--- config.mk ---
export PLATFORM = sky130hd
export DESIGN_NAME = mem_access_unit
export DESIGN_NICKNAME = d
export VERILOG_FILES = /design/src/rtl/mem_access_unit.sv
export SDC_FILE = /design/constraint.sdc
export NUM_CORES = 1
export LEC_CHECK = 0
export CELL_PAD_IN_SITES_DETAIL_PLACEMENT = 1
export CELL_PAD_IN_SITES_GLOBAL_PLACEMENT = 2
export CORE_MARGIN = 3
export CORE_UTILIZATION = 27
export DETAILED_ROUTE_END_ITERATION = 7
export PLACE_DENSITY = 0.95
export SKIP_CTS_REPAIR_TIMING = 1
export SLEW_MARGIN = 30
export SYNTH_ARGS = -nofsm -noshare
export SYNTH_HDL_FRONTEND = slang
export SYNTH_SLANG_ARGS = --single-unit
--- constraint.sdc ---
create_clock -name clk -period 8.1 [get_ports clk]
set_input_delay 1.215 -clock clk [delete_from_list [all_inputs] [get_ports clk]]
set_output_delay 1.215 -clock clk [all_outputs]
set_load 0.05 [all_outputs]
--- src/rtl/mem_access_unit.sv ---
// Load/store unit between the RV32I datapath and the word-aligned L1 data cache port.
// Optional response timeout is enabled by defining MAU_TIMEOUT_EN.
//
// state    | meaning
// ---------+--------------------------------------------------------------
// ST_IDLE  | cpu_ready=1, a request is accepted on this edge
// ST_READ  | mem_read strobe held until mem_resp (or timeout)
// ST_WRITE | mem_write strobe held until mem_resp (or timeout)
// ST_FAULT | misaligned / illegal funct3, nothing issued to the cache
// ST_RESP  | one-cycle cpu_resp with data and flags
module mem_access_unit #(
  parameter int TIMEOUT_CYCLES = 255,
  parameter int TMO_W          = 8
) (
  input  logic        clk,
  input  logic        rst,
  input  logic        req_read,
  input  logic        req_write,
  input  logic [31:0] req_addr,
  input  logic [31:0] req_wdata,
  input  logic [2:0]  req_funct3,
  output logic        cpu_ready,
  output logic        cpu_resp,
  output logic [31:0] cpu_rdata,
  output logic        cpu_misaligned,
  output logic        cpu_timeout,
  output logic        mem_read,
  output logic        mem_write,
  output logic [31:0] mem_address,
  output logic [31:0] mem_wdata,
  output logic [3:0]  mem_byte_enable,
  input  logic [31:0] mem_rdata,
  input  logic        mem_resp
);

  typedef enum logic [2:0] {
    ST_IDLE,
    ST_READ,
    ST_WRITE,
    ST_FAULT,
    ST_RESP
  } state_t;

  state_t      state_q, state_d;
  logic [2:0]  funct3_q;
  logic [1:0]  off_q;
  logic [31:0] rdata_q;
  logic        misaligned_q;
  logic        timeout_q;

  logic        accept;
  logic        busy;
  logic        req_legal;
  logic [3:0]  req_be;
  logic [7:0]  lane_b;
  logic [15:0] lane_h;
  logic [31:0] load_ext;
  logic        tmo_expire;

  if (2**TMO_W <= TIMEOUT_CYCLES) begin : g_tmo_w_check
    $error("TMO_W is too narrow to count TIMEOUT_CYCLES");
  end

  assign accept = (state_q == ST_IDLE) && (req_read || req_write);
  assign busy   = (state_q == ST_READ) || (state_q == ST_WRITE);

  // Loads accept b/h/w/bu/hu; stores only b/h/w. Read wins when both are requested.
  always_comb begin
    req_legal = 1'b0;
    case (req_funct3)
      3'b000:  req_legal = 1'b1;
      3'b100:  req_legal = req_read;
      3'b001:  req_legal = ~req_addr[0];
      3'b101:  req_legal = req_read & ~req_addr[0];
      3'b010:  req_legal = (req_addr[1:0] == 2'b00);
      default: req_legal = 1'b0;
    endcase
  end

  always_comb begin
    req_be = 4'b1111;
    if (!req_read) begin
      case (req_funct3)
        3'b000:  req_be = 4'b0001 << req_addr[1:0];
        3'b001:  req_be = 4'b0011 << req_addr[1:0];
        default: req_be = 4'b1111;
      endcase
    end
  end

  always_comb begin
    lane_b = 8'h00;
    case (off_q)
      2'd0: lane_b = mem_rdata[7:0];
      2'd1: lane_b = mem_rdata[15:8];
      2'd2: lane_b = mem_rdata[23:16];
      2'd3: lane_b = mem_rdata[31:24];
      default: lane_b = 8'h00;
    endcase
    lane_h = off_q[1] ? mem_rdata[31:16] : mem_rdata[15:0];
  end

  always_comb begin
    load_ext = mem_rdata;
    case (funct3_q)
      3'b000:  load_ext = {{24{lane_b[7]}}, lane_b};
      3'b100:  load_ext = {24'h000000, lane_b};
      3'b001:  load_ext = {{16{lane_h[15]}}, lane_h};
      3'b101:  load_ext = {16'h0000, lane_h};
      default: load_ext = mem_rdata;
    endcase
  end

`ifdef MAU_TIMEOUT_EN
  logic [TMO_W-1:0] tmo_cnt_q;

  always_ff @(posedge clk or posedge rst) begin
    if (rst) begin
      tmo_cnt_q <= '0;
    end else if (accept) begin
      tmo_cnt_q <= '0;
    end else if (busy) begin
      tmo_cnt_q <= tmo_cnt_q + 1'b1;
    end
  end

  // Count reaches TIMEOUT_CYCLES-1 during the last allowed strobe cycle.
  assign tmo_expire = busy && (tmo_cnt_q == TMO_W'(TIMEOUT_CYCLES - 1));
`else
  assign tmo_expire = 1'b0;
`endif

  always_ff @(posedge clk or posedge rst) begin
    if (rst) begin
      state_q <= ST_IDLE;
    end else begin
      state_q <= state_d;
    end
  end

  always_comb begin
    state_d = state_q;
    case (state_q)
      ST_IDLE: begin
        if (accept) begin
          if (!req_legal)    state_d = ST_FAULT;
          else if (req_read) state_d = ST_READ;
          else               state_d = ST_WRITE;
        end
      end
      ST_READ, ST_WRITE: begin
        if (mem_resp || tmo_expire) state_d = ST_RESP;
      end
      ST_FAULT: state_d = ST_RESP;
      ST_RESP:  state_d = ST_IDLE;
      default:  state_d = ST_IDLE;
    endcase
  end

  always_ff @(posedge clk or posedge rst) begin
    if (rst) begin
      mem_address     <= '0;
      mem_wdata       <= '0;
      mem_byte_enable <= '0;
      funct3_q        <= '0;
      off_q           <= '0;
    end else if (accept) begin
      mem_address     <= {req_addr[31:2], 2'b00};
      mem_wdata       <= req_wdata << {req_addr[1:0], 3'b000};
      mem_byte_enable <= req_be;
      funct3_q        <= req_funct3;
      off_q           <= req_addr[1:0];
    end
  end

  // Result and flags are loaded only on entry to ST_RESP, so cpu_rdata holds in between.
  always_ff @(posedge clk or posedge rst) begin
    if (rst) begin
      rdata_q      <= '0;
      misaligned_q <= 1'b0;
      timeout_q    <= 1'b0;
    end else begin
      if (busy && mem_resp) begin
        rdata_q      <= (state_q == ST_READ) ? load_ext : 32'h0;
        misaligned_q <= 1'b0;
        timeout_q    <= 1'b0;
      end else if (tmo_expire) begin
        rdata_q      <= 32'h0;
        misaligned_q <= 1'b0;
        timeout_q    <= 1'b1;
      end else if (state_q == ST_FAULT) begin
        rdata_q      <= 32'h0;
        misaligned_q <= 1'b1;
        timeout_q    <= 1'b0;
      end
    end
  end

  assign cpu_ready      = (state_q == ST_IDLE);
  assign cpu_resp       = (state_q == ST_RESP);
  assign cpu_rdata      = rdata_q;
  assign cpu_misaligned = misaligned_q;
  assign cpu_timeout    = timeout_q;
  assign mem_read       = (state_q == ST_READ);
  assign mem_write      = (state_q == ST_WRITE);

endmodule

# --- After elaboration in Yosys (flattened, before gate mapping) ---
# Index checks and enable logic that the tools add are counted.
# Widths: inputs -> output; s select.
word_totals:
  ram_bits: 0
  latchBits: 0
  inputBits: 104
  out_inout_bits: 106
  register_bits: 108
  memories: 0
  rom_bits: 0
op_classes:
  shifts: 3
  n_bitwise: 2
  n_lt_le_gt_ge: 0
  div: 0
  n_reduce_logical: 12
  n_mul: 0
  n_eq_ne: 16
  n_addsub: 0
  mux: 18
ops:
  columns: ["cell", "n"]
  rows:
  - ["$pmux 32 s4", 1]
  - ["$mux 32", 3]
  - ["$pmux 8 s4", 1]
  - ["$shl 32x5->32", 1]
  - ["$mux 16", 1]
  - ["$eq 3x3->1 const B", 5]
  - ["$eq 3x1->1 const B", 3]
  - ["$eq 3x2->1 const B", 3]
  - ["$logic_not 3->1", 3]
  - ["$pmux 3 s3", 1]
  - ["$pmux 4 s2", 1]
  - ["$mux 3", 2]
  - ["$pmux 1 s5", 1]
  - ["$eq 2x2->1 const B", 2]
  - ["$logic_not 2->1", 2]
  - ["$mux 1", 4]
  - ["$mux 2", 2]
  - ["$mux 4", 1]
  - ["$shl 1x2->4 const A", 1]
  - ["$shl 2x2->4 const A", 1]
  - ["$eq 2x1->1 const B", 1]
  - ["$logic_and 1x1->1", 2]
  - ["$logic_or 1x1->1", 2]
  - ["$ne 2x1->1 const B", 1]
  - ["other kinds (6)", 6]

# --- Longest topological paths before layout ---
# Gate-level depths: netlist of run 1.
logic_depth:
  word_depth: 6
  depth_mapped: 8
  ltp_nobuf: 4

# --- Worst setup path before layout of run 1 ---
# No wires, ideal clock.
synth_timing:
  kind: "flip-flop to output port"
  from: "register state_q[1]"
  to: "output port mem_write"
  arrival_ns: 1.653
  path_stages_with_launch: 3
  required_time_ns: 6.885
  setup_slack_ns: 5.232
  path_cell_list: "dfrtp_1 -> buf_2 -> nor3b_1"
synth_via:
  elab_chain_cells: 1
synth_lines:
  columns: ["element", "line_no", "text"]
  rows:
  - ["start, declared", "44", "state_t state_q, state_d;"]
  - ["start signal, assigned", "137", "state_q <= state_d;"]
  - ["$eq 3x2->1", "205", "assign mem_write = (state_q == ST_WRITE);"]
  - ["end, declared", "28", "output logic mem_write,"]
# No other way between the ends.

# --- Final worst setup path of run 1 ---
layout_timing:
  from: "register state_q[1]"
  to: "output port cpu_ready"
layout_via:
  elab_chain_cells: 1
layout_lines:
  columns: ["element", "line_no", "text"]
  rows:
  - ["$logic_not 3->1", "199", "assign cpu_ready = (state_q == ST_IDLE);"]
  - ["end, declared", "22", "output logic cpu_ready,"]
# No other way between the ends.

==> results of run 1 <==
[worst register-to-register path, cell delays in order, from the launching register on]
cell     delay, ns
dfrtp_1       0.74
mux4_2        0.64
a21oi_4       0.28
a21o_4        0.33
o21ai_0       0.14
[stage by stage]
| step | instance area, um^2 | total power [W] | instances |
|---|---|---|---|
| floorplan | 5130 | 0.002338 | 554 |
| global placement | 7336 | 0.003031 | 955 |
| detailed placement | 7336 | 0.003065 | 955 |
| CTS | 7620 | 0.003520 | 970 |
| global route | 7620 | 0.003696 | 970 |
| finish | 7620 | 0.003470 | 970 |
[layout make-up]
type	instances	share of cell area [%]
Clock buffer	10	3.005
Clock inverter	5	0.7225
Inverter	15	0.7718
Multi-Input combinational cell	392	28.95
Sequential cell	107	35.14
Tap cell	229	3.760
Timing Repair Buffer	212	27.65
[state kept, by name, summed over array words and instances (netlist names)]
name and flops:
mem_address 30, mem_byte_enable 4, state_q 3, mem_wdata 32
funct3_q 3, off_q 2, cpu_misaligned 1, cpu_rdata 32
[routing by layer]
| layer | global-route usage [%] | wire [um] | vias to the layer above |
|---|---|---|---|
| met1 | 21.17 | 7350 | 2247 |
| met2 | 27.07 | 8038 | 172 |
| met5 | 0 | 0 | - |
| li1 | - | - | 2233 |
| met3 | 5.857 | 1617 | 17 |
| met4 | 5.104 | 291 | 0 |
[cells by family (layout without fill, tap and decap cells)]
group           after synthesis  count (layout)  share of synthesized area, %
buf+inv                      55             242                         5.056
fa+ha+maj                     1               1                        0.1954
simple gates                237             237                         19.15
compound gates              118             118                         16.17
mux                          33              33                         7.083
flops                       107             107                         52.27
other cells                   1               3                       0.07321
[cells in the final DEF, fill, tap and decap left out, drive strengths merged, types with 7 or more instances in the layout]
master	instances
clkdlybuf4s50	206
nand2	169
dfrtp	107
o21ai	33
nor2	32
a21oi	21
mux2	16
mux2i	16
inv	15
nor2b	11
o31ai	10
clkbuf	10
a21o	9
a221oi	8
nand3	8
a211oi	8
o22ai	7
[power by group]
part | leakage (nW) | switching [W] | internal, W
sequential | 1.35 | 0.000184 | 0.000780
clock | 0.134 | 0.000200 | 0.000238
combinational | 1.90 | 0.00139 | 0.000676
[worst max-delay path by stage]
stage                                       to  slack (ns)
floorplan           cpu_misaligned$_DFFE_PP0P_        4.07
global placement     mem_wdata[29]$_DFFE_PP0P_        4.99
detailed placement   mem_wdata[19]$_DFFE_PP0P_        4.97
CTS                                  cpu_ready        4.78
global route                         cpu_ready        4.74
finish                               cpu_ready        4.81
==> metrics.csv, run 1 <==
metric;value;unit
Async SR Flop Fraction;100.0;%
Fmax achieved;303.7;MHz
layout cell share with drive strength beyond 1;7.557;%
min-delay src;mem_wdata[6]$_DFFE_PP0P_;
Commonest cells post-synth;nand2_1, dfrtp_1, nor2_1, o21ai_0, a21oi_1;
Yosys cell types;50;
worst-margin pin slew;0.8585;ns
register bit total from synthesis;107;
power density cells;455.4;nW/um^2
Crit. End Element;output pin;
RSZ-0062 raised after global routing;no;
Primary FF master, synth;dfrtp_1;
fill count;2089;
routed len/inst;17.83;um
Hold Crit Class;reg -> reg;
VDD IR max;0.0002203;V
total CTS buffers;9;
outcome;complete, no violations;
Final Setup Violations;0;
max cap viols;0;
CP max stage cell;clkdlybuf4s50_1;
area taken by multi-input logic gates;2206;um^2
Die Ht;143.7;um
ant diodes;0;
Final Net Count;841;
worst skew pair latency;0.35;ns
H-tree depth;3;
CP delay by family, top;buffers and inverters;
Cell Area, Synth;5122;um^2
DR vias/cell;4.813;
I/O pins;210;
Clock Pin Slew Worst Setup and Hold Paths;0.08;ns
CTS sink count;107;
grt ovf;0;
Synth Area per Inst;9.280;um^2
Post-Syn Instances;552;
Reg area;2678;um^2
worst endpoint required time;6.88;ns
first-pass GRT wire length;27.19;mm
Post-synth EDFFs;0;
Tmin final;3.292;ns
CTS max path bufs;2;
I/O Buffers;206;
crit path max fanout;9;
final worst setup slack;4.808;ns
area grow syn2layout;48.75;%
Die ar.;20660;um^2
DR pass1 iterations;6;
Fin Setup TNS;0;ns
Leakage;3.391;nW
Hold EP;mem_wdata[6]$_DFFE_PP0P_;
DP HPWL;12.42;mm
leading area contributor after synthesis;dfrtp_1;
final WL;17.30;mm
crit path DAT;2.08;ns
fin crit share;40.65;%
Pins Over Slew Limit;0;
largest net degree at the start of global routing;74;
Worst Skew;0.01138;ns
DRT antenna net count;0;
Initial Util;28.04;%
die width;143.7;um
CP Launch Type;flip-flop;
Yosys top cell area share;52.27;%
drt drc;0;
Hold Violations, Final;0;
Yosys warnings;0;
root buffer cell;clkbuf_16;
worst r2r src;off_q[1]$_DFFE_PP0P_;
Critical Path Source;state_q[1]$_DFFE_PP0P_;
WP depth;2;
initial antenna violation count;0;
Core ar.;18270;um^2
hold_ws;0.4662;ns
Util after Layout;41.71;%
R2R depth;4;
DR iter-0 viols;152;
reg-to-reg slack, setup;5.85;ns
Crit Path Category;reg -> out;
CTS tree;yes;
GRT Total Usage;16.75;%
Worst R2R End;cpu_rdata[28]$_DFFE_PP0P_;
dominant cell by count in the synthesized netlist;nand2_1;
Buf/Inv on CP;1;
via count;4669;
max incr delay on CP;0.87;ns
Slew HR;42.77;%
dpl ws;4.970;ns
Synth area leaders;dfrtp_1, nand2_1, mux2_2;
register area share after synthesis;52.27;%
# rows;49;
hold depth;2;
Cell Chain, Critical Path;nor3_2, clkdlybuf4s50_1;
vias in the first global route;4902;
Placer Congestion;0.7925;
(Power assumes the default switching activity.)
==> inputs of run 2 (changes only) <==
--- a/config.mk
+++ b/config.mk
@@ -8,9 +8,9 @@
 export CELL_PAD_IN_SITES_DETAIL_PLACEMENT = 1
 export CELL_PAD_IN_SITES_GLOBAL_PLACEMENT = 2
 export CORE_MARGIN = 3
-export CORE_UTILIZATION = 27
+export CORE_UTILIZATION = 22
 export DETAILED_ROUTE_END_ITERATION = 7
-export PLACE_DENSITY = 0.95
+export PLACE_DENSITY = 0.87
 export SKIP_CTS_REPAIR_TIMING = 1
 export SLEW_MARGIN = 30
 export SYNTH_ARGS = -nofsm -noshare
==> constraint.sdc (replaced) <==
create_clock -name clk -period 2.8 [get_ports clk]
set_input_delay 0.42 -clock clk [delete_from_list [all_inputs] [get_ports clk]]
set_output_delay 0.42 -clock clk [all_outputs]
set_load 0.05 [all_outputs]
==> metrics.csv, run 2 (synthesis gave the netlist of run 1 again) <==
metric;value;unit;change
outcome;complete, no violations;;
routed len/inst;17.12;um;-4.0%
DP HPWL;13.36;mm;+7.6%
I/O pins;210;;unchanged
# rows;55;;+12%
CTS tree;yes;;
DR pass1 iterations;4;;-2
worst endpoint required time;2.38;ns;-4.50 ns
Die Ht;158.6;um;+10%
Pwr Total;0.01023;W;+190%
via count;4689;;+0.43%
R2R depth;5;;+1
most frequent cells in the layout;clkdlybuf4s50_1, nand2_1, dfrtp_1;;
worst-margin pin slew;0.8277;ns;-0.03074 ns
power density cells;1307;nW/um^2;+190%
root buffer cell;clkbuf_16;;
fin crit share;89.23;%;
layout cell share with drive strength beyond 1;8.545;%;+0.99 points
VDD IR max;0.0005411;V;+150%
Crit. End Element;output pin;;
ant diodes;0;;unchanged
Fmax achieved;400.3;MHz;
Worst Skew;0.01440;ns;+0.003021 ns
DRT antenna net count;0;;unchanged
CTS sink count;107;;unchanged
DR vias/cell;4.415;;-8.3%
reg-to-reg slack, setup;0.86;ns;-4.99 ns
crit path DAT;2.08;ns;about the same
Core ar.;22780;um^2;+25%
grt ovf;0;;unchanged
GRT Total Usage;14.13;%;-2.6 points
Critical Path Source;state_q[1]$_DFFE_PP0P_;;
drt drc;0;;unchanged
Placer Congestion;0.8242;;+4.0%
Final Net Count;848;;+0.83%
worst r2r src;state_q[1]$_DFFE_PP0P_;;
CP Launch Type;flip-flop;;
final WL;18.18;mm;+5.1%
initial antenna violation count;0;;unchanged
CTS max path bufs;2;;unchanged
die width;158.6;um;+10%
hold_ws;0.3916;ns;-0.07457 ns
Final Setup Violations;0;;unchanged
Util after Layout;34.35;%;-7.4 points
Crit Path Category;reg -> out;;
critical path endpoint;cpu_ready;;
Hold Crit Class;in -> async;;
Clock Pin Slew Worst Setup and Hold Paths;0.08;ns;about the same
Pins Over Slew Limit;0;;unchanged
Worst R2R End;mem_wdata[7]$_DFFE_PP0P_;;
area grow syn2layout;52.74;%;
max cap viols;0;;unchanged
Hold Violations, Final;0;;unchanged
Slew HR;44.82;%;+2.0 points
crit path max fanout;9;;unchanged
Initial Util;22.49;%;-5.5 points
DR iter-0 viols;187;;+23%
H-tree depth;3;;unchanged
worst skew pair latency;0.35;ns;about the same
Tmin final;2.498;ns;
most common cell after layout, fill and taps aside;clkdlybuf4s50_1;;
Die ar.;25150;um^2;+22%
Leakage;3.438;nW;+1.4%
largest net degree at the start of global routing;74;;unchanged
Fin Setup TNS;0;ns;unchanged
total CTS buffers;9;;unchanged
first-pass GRT wire length;27.68;mm;+1.8%
RSZ-0062 raised after global routing;no;;
vias in the first global route;4881;;-0.43%
I/O Buffers;206;;unchanged
-- run 2: per-layer routing --
layer | GRT usage (%) | share of wire, %
met1 | 18.39 | 44
met2 | 22.72 | 47
met3 | 4.566 | 8.7
met4 | 3.687 | 1.0
met5 | 0 | 0
-- run 2: through the flow --
stage	instances	area (um^2)	setup WS, ns
after floorplan	554	5134	0.5816
after global placement	1046	7527	0.5023
after detailed placement	1046	7527	0.4710
after CTS	1062	7824	0.2613
after global routing	1062	7824	0.2099
final	1062	7824	0.3016
-- run 2: area by class of cell --
| type | count | area (um^2) |
|---|---|---|
| Fill cell | 2615 | 14950 |
| Sequential cell | 107 | 2678 |
| Multi-Input combinational cell | 392 | 2206 |
| Timing Repair Buffer | 219 | 2192 |
| Tap cell | 313 | 391.6 |
| Clock buffer | 12 | 246.5 |
| Inverter | 15 | 60.06 |
| Clock inverter | 4 | 50.05 |
-- run 2: how the worst min path moves through the flow --
stage	from	end	slack, ns	depth (start not counted)
after global routing	rst	cpu_rdata[27]$_DFFE_PP0P_	0.42	2
after floorplan	funct3_q[2]$_DFFE_PP0P_	funct3_q[2]$_DFFE_PP0P_	0.46	2
final	rst	cpu_rdata[27]$_DFFE_PP0P_	0.39	2
after detailed placement	mem_wdata[0]$_DFFE_PP0P_	mem_wdata[0]$_DFFE_PP0P_	0.46	2
after global placement	mem_wdata[3]$_DFFE_PP0P_	mem_wdata[3]$_DFFE_PP0P_	0.45	2
after CTS	rst	cpu_rdata[27]$_DFFE_PP0P_	0.39	2
-- run 2: power by group --
part	leakage [nW]	switching (W)	total, W	internal [W]
Combinational	1.95	0.00412	0.00616	0.00204
Clock	0.139	0.000605	0.00132	0.000720
Sequential	1.35	0.000480	0.00274	0.00226
Total	3.44	0.00521	0.0102	0.00502
-- run 2: critical path: stages, from the launching register on --
cell,delay (ns)
dfrtp_1,0.49
nor3_2,0.35
clkdlybuf4s50_1,0.89
==> inputs of run 3 (changes only) <==
--- a/config.mk
+++ b/config.mk
@@ -7,10 +7,11 @@
 export LEC_CHECK = 0
 export CELL_PAD_IN_SITES_DETAIL_PLACEMENT = 1
 export CELL_PAD_IN_SITES_GLOBAL_PLACEMENT = 2
-export CORE_MARGIN = 3
-export CORE_UTILIZATION = 22
+export CORE_MARGIN = 2
+export CORE_UTILIZATION = 23
+export CTS_BUF_LIST = sky130_fd_sc_hd__clkbuf_8
 export DETAILED_ROUTE_END_ITERATION = 7
-export PLACE_DENSITY = 0.87
+export PLACE_DENSITY = 0.9
 export SKIP_CTS_REPAIR_TIMING = 1
 export SLEW_MARGIN = 30
 export SYNTH_ARGS = -nofsm -noshare
==> metrics.csv, run 3 (synthesis gave the netlist of run 1 again) <==
metric;value;unit;change
outcome;complete, no violations;;
DR vias/cell;4.617;;+4.6%
final WL;17.84;mm;-1.9%
# rows;54;;-1.8%
Switching Fraction;53.12;%;+2.2 points
area grow syn2layout;49.27;%;
I/O pins;210;;unchanged
DRT antenna net count;0;;unchanged
Leakage;3.382;nW;-1.6%
Hold Crit Class;in -> async;;
Util after Layout;35.04;%;+0.69 points
reg-to-reg slack, setup;0.71;ns;-0.15 ns
initial antenna violation count;0;;unchanged
drt drc;0;;unchanged
Tmin final;2.559;ns;+0.06054 ns
H-tree depth;3;;unchanged
Worst Skew;0.01732;ns;+0.002916 ns
Slew HR;43.24;%;-1.6 points
Placer Congestion;0.7569;;-8.2%
root buffer cell;clkbuf_8;;
max cap viols;0;;unchanged
layout cell share with drive strength beyond 1;8.434;%;-0.11 points
DR iter-0 viols;152;;-19%
final std cell area, no fill;7646;um^2;-2.3%
Fmax achieved;390.8;MHz;-2.4%
routed len/inst;17.37;um;+1.5%
vias in the first global route;5001;;+2.5%
worst-margin pin slew;0.8515;ns;+0.02373 ns
Initial Util;23.47;%;+0.98 points
NetSw;0.005206;W;about the same
DR pass1 iterations;5;;+1
most frequent cells in the layout;clkdlybuf4s50_1, nand2_1, dfrtp_1;;
RSZ-0062 raised after global routing;no;;
Clk network pwr share;9.4;%;-3.6 points
dpl ws;0.4349;ns;-0.03608 ns
Worst R2R End;cpu_rdata[30]$_DFFE_PP0P_;;
Clock Pin Slew Worst Setup and Hold Paths;0.12;ns;+0.04 ns
first-pass GRT wire length;28.48;mm;+2.9%
VDD IR max;0.0005067;V;-6.3%
Critical Path Source;state_q[1]$_DFFE_PP0P_;;
Fin Setup TNS;0;ns;unchanged
GRT Total Usage;15.16;%;+1.0 points
CTS max path bufs;2;;unchanged
worst endpoint required time;2.38;ns;about the same
crit path max fanout;9;;unchanged
R2R depth;4;;-1
critical path endpoint;cpu_ready;;
power density cells;1282;nW/um^2;-1.9%
Core ar.;21820;um^2;-4.2%
grt ovf;0;;unchanged
Crit Path Category;reg -> out;;
crit path DAT;2.14;ns;+0.06 ns
Final Setup Violations;0;;unchanged
worst r2r src;funct3_q[1]$_DFFE_PP0P_;;
largest net degree at the start of global routing;74;;unchanged
ant diodes;0;;unchanged
I/O Buffers;206;;unchanged
Logic pwr share;62.3;%;+2.0 points
CP Launch Type;flip-flop;;
fill count;2543;;-2.8%
die width;153.2;um;-3.4%
Hold Violations, Final;0;;unchanged
DP Area;7471;um^2;-0.75%
Pwr Total;0.009800;W;-4.2%
CTS sink count;107;;unchanged
most common cell after layout, fill and taps aside;clkdlybuf4s50_1;;
Crit. End Element;output pin;;
Die Ht;153.2;um;-3.4%
worst skew pair latency;0.39;ns;+0.04 ns
total CTS buffers;9;;unchanged
Int Pwr;0.004594;W;-8.4%
CTS tree;yes;;
final worst setup slack;0.2411;ns;-0.06055 ns
DP HPWL;12.85;mm;-3.8%
via count;4742;;+1.1%
Die ar.;23480;um^2;-6.6%
fin crit share;91.39;%;+2.2 points
Final Net Count;846;;-0.24%
Pins Over Slew Limit;0;;unchanged
sequential power share;28.2;%;+1.4 points
-- run 3: cell types whose count changed in the layout (fill, tap and decap cells not counted) --
cell / change
clkbuf_16: -9
clkbuf_8: +8
buf_4: -2
clkbuf_1: -2
clkinv_4: +2
inv_6: +2
bufinv_16: -1
clkinvlp_4: -1
inv_1: +1
-- run 3: layout make-up --
cell class	instances	area, um^2	area share, %
multi-input combinational	392	2206	28.85
tap	280	350.3	4.582
timing repair buffer	217	2177	28.47
inverter	15	60.06	0.7855
sequential	107	2678	35.02
clock inverter	7	51.30	0.6709
clock buffer	9	123.9	1.620
-- run 3: power groups by stage --
stage               Sequential (W)  Clock, W  Combinational [W]
global placement           0.00277         0            0.00611
floorplan                  0.00491         0            0.00186
finish                     0.00277  0.000924            0.00611
CTS                        0.00278  0.000988            0.00619
detailed placement         0.00280         0            0.00617
global route               0.00287   0.00104            0.00648
-- run 3: worst min-delay path by stage --
stage	cells past startpoint	end	slack, ns	start
after floorplan	2	funct3_q[2]$_DFFE_PP0P_	0.46	funct3_q[2]$_DFFE_PP0P_
final	3	cpu_rdata[27]$_DFFE_PP0P_	0.46	rst
after global placement	2	mem_wdata[7]$_DFFE_PP0P_	0.45	mem_wdata[7]$_DFFE_PP0P_
after detailed placement	2	mem_wdata[4]$_DFFE_PP0P_	0.46	mem_wdata[4]$_DFFE_PP0P_
after CTS	3	cpu_rdata[27]$_DFFE_PP0P_	0.46	rst
after global routing	3	cpu_rdata[27]$_DFFE_PP0P_	0.47	rst
-- run 3: through the flow --
step,hold slack (ns),cells
after floorplan,0.4603,554
after global placement,0.4505,1011
after detailed placement,0.4566,1011
after CTS,0.4563,1027
after global routing,0.4741,1027
final,0.4557,1027
-- run 3: worst max-delay path: stages (launching register included) --
cell             delay [ns]
dfrtp_1                0.51
nor3_2                 0.36
clkdlybuf4s50_1        0.87
-- run 3: layer usage --
layer | global-route usage, % | routed length, um | vias up
met3 | 4.877 | 1555 | 10
met1 | 19.10 | 7841 | 2315
li1 | - | - | 2244
met2 | 25.19 | 8271 | 173
met4 | 3.836 | 172 | 0
met5 | 0 | 0 | -
